[src/rtl/error_frame_generator_pkg.sv]
// Shared CAN definitions for error-frame generation: state encoding, default
// flag/delimiter lengths and the dominant-sequence length.
package error_frame_generator_pkg;

  typedef enum logic [1:0] {
    IDLE     = 2'd0,
    FLAG     = 2'd1,
    WAIT_REC = 2'd2,
    DELIM    = 2'd3
  } efg_state_e;

  localparam int FLAG_LEN_DEF  = 6;
  localparam int DELIM_LEN_DEF = 8;
  // Must stay a power of two: the dominant counter relies on natural wrap.
  localparam int DOM_SEQ_LEN   = 8;

  function automatic int cnt_width(input int n);
    return $clog2(n + 1);
  endfunction

endpackage

[src/rtl/error_frame_generator_bit_counter.sv]
// SP-enabled up-counter with clear and a terminal-count compare on the value
// the counter would take after the next increment.
module bit_counter #(
  parameter int W = 4
) (
  input  logic         clk_i,
  input  logic         rst_ni,
  input  logic         en_i,
  input  logic         clr_i,
  input  logic         inc_i,
  input  logic [W:0]   term_i,
  output logic         hit_o
);
  logic [W-1:0] cnt_q, cnt_d;
  logic [W:0]   nxt;

  always_comb begin
    nxt   = {1'b0, cnt_q} + {{W{1'b0}}, 1'b1};
    hit_o = (nxt == term_i);
    cnt_d = cnt_q;
    if (en_i) begin
      // clear+inc together loads 1
      cnt_d = clr_i ? '0 : cnt_q;
      if (inc_i) cnt_d = cnt_d + W'(1);
    end
  end

  always_ff @(posedge clk_i or negedge rst_ni) begin
    if (!rst_ni) cnt_q <= '0;
    else         cnt_q <= cnt_d;
  end

endmodule

[src/rtl/error_frame_generator.sv]
// CAN error-frame generator: drives the error flag, waits for the bus to go
// recessive, then counts the delimiter; restarts on a dominant delimiter bit.
module error_frame_generator
  import error_frame_generator_pkg::*;
#(
  parameter int FLAG_LEN  = FLAG_LEN_DEF,
  parameter int DELIM_LEN = DELIM_LEN_DEF
) (
  input  logic clock,
  input  logic reset,
  input  logic SP,
  input  logic RX,
  input  logic ERROR,
  input  logic PASSIVE,
  output logic TX,
  output logic ERR_FRAME,
  output logic BIT_ERR,
  output logic DOM_SEQ,
  output logic DONE
);
  localparam int CW = cnt_width((FLAG_LEN > DELIM_LEN) ? FLAG_LEN : DELIM_LEN);
  localparam int DW = cnt_width(DOM_SEQ_LEN - 1);

  efg_state_e state_q, state_d;
  logic       mode_q, mode_d;   // 1 = passive
  logic       tx_q, tx_d, ef_q, ef_d;
  logic       be_q, be_d, ds_q, ds_d, dn_q, dn_d;
  logic       bc_clr, bc_inc, bc_hit, dc_clr, dc_inc, dc_hit;
  logic [CW:0] bc_term;

  bit_counter #(.W(CW)) u_bit_cnt (
    .clk_i(clock), .rst_ni(reset), .en_i(SP), .clr_i(bc_clr), .inc_i(bc_inc),
    .term_i(bc_term), .hit_o(bc_hit)
  );

  bit_counter #(.W(DW)) u_dom_cnt (
    .clk_i(clock), .rst_ni(reset), .en_i(SP), .clr_i(dc_clr), .inc_i(dc_inc),
    .term_i((DW+1)'(DOM_SEQ_LEN)), .hit_o(dc_hit)
  );

  always_comb begin
    state_d = state_q;
    mode_d  = mode_q;
    bc_clr  = 1'b0;
    bc_inc  = 1'b0;
    dc_clr  = 1'b0;
    dc_inc  = 1'b0;
    be_d    = 1'b0;
    ds_d    = 1'b0;
    dn_d    = 1'b0;
    bc_term = (state_q == FLAG) ? (CW+1)'(FLAG_LEN) : (CW+1)'(DELIM_LEN);
    if (SP) begin
      unique case (state_q)
        IDLE: if (ERROR) begin
          state_d = FLAG;
          bc_clr  = 1'b1;
          mode_d  = PASSIVE;
        end
        FLAG: begin
          bc_inc = 1'b1;
          dc_clr = 1'b1;
          if (!mode_q && RX) be_d = 1'b1;
          if (bc_hit) begin
            state_d = WAIT_REC;
            bc_clr  = 1'b1;
            bc_inc  = 1'b0;
          end
        end
        WAIT_REC: if (RX) begin
          state_d = DELIM;
          bc_clr  = 1'b1;
          bc_inc  = 1'b1;
          dc_clr  = 1'b1;
        end else begin
          dc_inc = 1'b1;
          ds_d   = dc_hit;
        end
        DELIM: if (RX) begin
          bc_inc = 1'b1;
          if (bc_hit) begin
            state_d = IDLE;
            bc_clr  = 1'b1;
            bc_inc  = 1'b0;
            dn_d    = 1'b1;
          end
        end else begin
          state_d = FLAG;
          bc_clr  = 1'b1;
          mode_d  = PASSIVE;
        end
        default: state_d = IDLE;
      endcase
    end
    tx_d = !((state_d == FLAG) && !mode_d);
    ef_d = (state_d != IDLE);
  end

  always_ff @(posedge clock or negedge reset) begin
    if (!reset) begin
      state_q <= IDLE;
      mode_q  <= 1'b0;
      tx_q    <= 1'b1;
      ef_q    <= 1'b0;
      be_q    <= 1'b0;
      ds_q    <= 1'b0;
      dn_q    <= 1'b0;
    end else begin
      state_q <= state_d;
      mode_q  <= mode_d;
      tx_q    <= tx_d;
      ef_q    <= ef_d;
      be_q    <= be_d;
      ds_q    <= ds_d;
      dn_q    <= dn_d;
    end
  end

  assign TX        = tx_q;
  assign ERR_FRAME = ef_q;
  assign BIT_ERR   = be_q;
  assign DOM_SEQ   = ds_q;
  assign DONE      = dn_q;

endmodule

[config.mk]
export PLATFORM = sky130hd
export DESIGN_NAME = error_frame_generator
export DESIGN_NICKNAME = d
export VERILOG_FILES = /design/src/rtl/error_frame_generator_pkg.sv /design/src/rtl/error_frame_generator_bit_counter.sv /design/src/rtl/error_frame_generator.sv
export SDC_FILE = /design/constraint.sdc
export NUM_CORES = 1
export LEC_CHECK = 0
export ABC_AREA = 0
export CAP_MARGIN = 10
export CORE_UTILIZATION = 54
export CTS_BUF_LIST = sky130_fd_sc_hd__clkbuf_8
export DETAILED_ROUTE_END_ITERATION = 10
export MAX_ROUTING_LAYER = met4
export PLACE_DENSITY = 0.72
export SLEW_MARGIN = 20
export SYNTH_ARGS = -nofsm -noshare
export SYNTH_HDL_FRONTEND = slang
export SYNTH_SLANG_ARGS = --single-unit
export TNS_END_PERCENT = 20
[constraint.sdc]
create_clock -name clock -period 3.01 [get_ports clock]
set_clock_uncertainty 0.05 [all_clocks]
set_input_delay 0.602 -clock clock [delete_from_list [all_inputs] [get_ports clock]]
set_output_delay 0.602 -clock clock [all_outputs]
set_load 0.05 [all_outputs]
==> impl_metrics.toml <==
[status]
status = "complete, no violations"

[sta]
tns_ps = 0
period_minus_slack_ps = 2790
worstMarginPinSlew_ps = 653
period_share = 0.927
relSlewSlack = 0.563
hold_violations = 0
rsz0062_at_grt = "false"
drv_slew = 0
setup_slack_ps = 219
setup_viol = 0
fmax_ghz = 0.358

[worst_setup_path]
cpPeakStageDelay_ps = 480
start_kind = "flop"
worstSetupEndpointType = "flop"
crit_type = "reg -> reg"
arrival_ps = 2860
crit_chain = "ha_2 > or2_2 > o21ai_0 > o2111ai_2 > a31oi_1 > or2_1 > nor2_1 > ha_1 > nand3_1 > o31ai_1"
crit_fanout = 8
r2r_cells = 10
cp_slowest_cell = "dfrtp_1"
crit_required_ps = 3080

[placement]
pre_cts_slack_ps = 195
gp_congestion = 0.871
dp.cells = 158
port_buffers = 10
dp_hpwl_um = 1740

[pwr]
power.density_nw_per_um2 = 864
p_leak_nw = 0.545
max-vdd-ir-drop_v = 0.000661
power.total_w = 0.00111

[clock_tree]
tritoncts = "yes"
cts_hold_buf = 0
numCtsBuffers = 3
clk_path_buf_depth = 2
cts-root-buf = "clkbuf_8"
clk_latency_ps = 240
clk_pin_slew_ps = 60
cts_num_sinks = 15
cts-htree-levels = 1

[floorplan]
die_h_um = 47.5
start_util = 0.570
ios = 11
rows = 16
core_sq_um = 1960
die-area_sq_um = 2250
die_w_um = 47.5

[detailed_routing]
drc = 0
via_count = 956
final_antenna_net_count = 0
drtIter0Drc = 26
avgRoutedWirePerCell_um = 14.1
drtPass1Iterations = 4
drt-total-wl_um = 2280
route.detailed.vias_per_inst = 5.90

[synth]
synth_edf_count = 0
synth_top_cell_area_share = 0.314
synth.distinct_cells = 49
netlist_instances = 124
yosysWarnings = 0
netlist_area_sq_um = 1120
netlist_top_cells_area = "dfrtp_1, ha_1, nand2_1, nand3b_1, inv_1"
synth_most_common_cell = "dfrtp_1"
syn_area_per_cell_sq_um = 9.01
async_flop_share = 1.00
synth_top_cell_by_area = "dfrtp_1"
synthFlopType = "dfrtp_1"
ys_ff_latch = 15
ys_seq_area_frac = 0.337
synth_common_cells = "dfrtp_1, nand2_1, inv_1"
synth.net_count = 138

[grt]
overflow = 0
antenna_found_initial = 0
grt_usage = 0.231
grt_max_degree = 16
grt_pass1_wl_um = 3560
first_global_vias = 789

[layout]
fillCellCount = 186
diodes = 0
area_delta_synth_final_pct = 14.8
drive_above_1_share = 0.119
layout.nets = 150
fin_cells = 162

[min_path]
holdCritPathClass = "reg -> reg"
min_path_cells = 2

[flow_run]
drv_cap = 0
[where the power goes]
group	switching [W]	internal [W]	leakage (nW)
Sequential	0.0000745	0.000267	0.191
Clock	0.0000651	0.0000901	0.0269
Combinational	0.000353	0.000259	0.327
Total	0.000492	0.000616	0.545
[stage by stage]
step           instance area, sq um  utilization  hold WS [ps]
6_report                       1280        0.654           471
5_1_grt                        1280        0.654           493
4_1_cts                        1280        0.652           469
3_5_place_dp                   1230        0.629           460
3_3_place_gp                   1230        0.629           454
2_1_floorplan                  1120            -           256
[final cells by class]
class	instances	area, sq um	share of cell area
multi-input combinational	95	678	0.529
sequential	15	377	0.294
timing repair buffer	12	115	0.0898
clock buffer	3	41.3	0.0322
inverter	9	33.8	0.0263
tap	27	33.8	0.0263
clock inverter	1	3.75	0.00293
[layout by cell type (no fill, tap or decap), types with 5 or more instances in the layout]
| cell type | instances |
|---|---|
| clkdlybuf4s50_1 | 10 |
| inv_1 | 10 |
| nand3_1 | 6 |
| ha_1 | 7 |
| nor2_1 | 7 |
| nand2_1 | 11 |
| dfrtp_1 | 14 |
| nand3b_1 | 5 |
[cell families (layout without fill, tap and decap cells)]
family | Yosys count | after routing | synth area share
AO/OA/AOI/OAI | 30 | 30 | 0.209
XOR/XNOR | 5 | 5 | 0.0392
AND/OR/NAND/NOR | 52 | 52 | 0.267
buffers and inverters | 14 | 25 | 0.0582
flip-flops | 15 | 15 | 0.337
adder cells (fa/ha/maj) | 8 | 8 | 0.0896
[repair_timing]
action	4_1_cts	5_1_grt
endpoints found under the hold margin	0	0
endpoints found under the setup margin	0	1
setup buffers	0	0
resized for setup	0	1
[sequential cells by signal, indices dropped and copies added (netlist names)]
register / cells
DOM_SEQ: 1
BIT_ERR: 1
u_dom_cnt.cnt_q: 3
ERR_FRAME: 1
state_q: 2
mode_q: 1
DONE: 1
u_bit_cnt.cnt_q: 4
TX: 1
[worst max-delay path, delay by kind of cell (launching register included)]
kind | cells | cell delay, ps
adders and majority gates | 2 | 630
DFF | 1 | 480
and+or+nand+nor | 4 | 600
AOI/OAI and AO/OA | 4 | 920
[final timing paths]
path                                     from                 end  slack (ps)
max                        u_bit_cnt.cnt_q[1]  u_bit_cnt.cnt_q[1]         220
min                        u_dom_cnt.cnt_q[0]             DOM_SEQ         470
max reg2reg                u_bit_cnt.cnt_q[1]  u_bit_cnt.cnt_q[1]         220
min reg2reg                u_dom_cnt.cnt_q[0]             DOM_SEQ         470
max in group asynchronous               reset          state_q[0]        1780
min in group asynchronous               reset  u_bit_cnt.cnt_q[3]         710
[metal layers]
layer | GRT usage | up-vias | wire [um]
met1 | 0.292 | 462 | 1100
met2 | 0.389 | 19 | 1120
met4 | 0 | 0 | 0
met3 | 0.0679 | 0 | 71
li1 | - | 475 | -
met5 | - | - | 0
(Power assumes the default switching activity.)
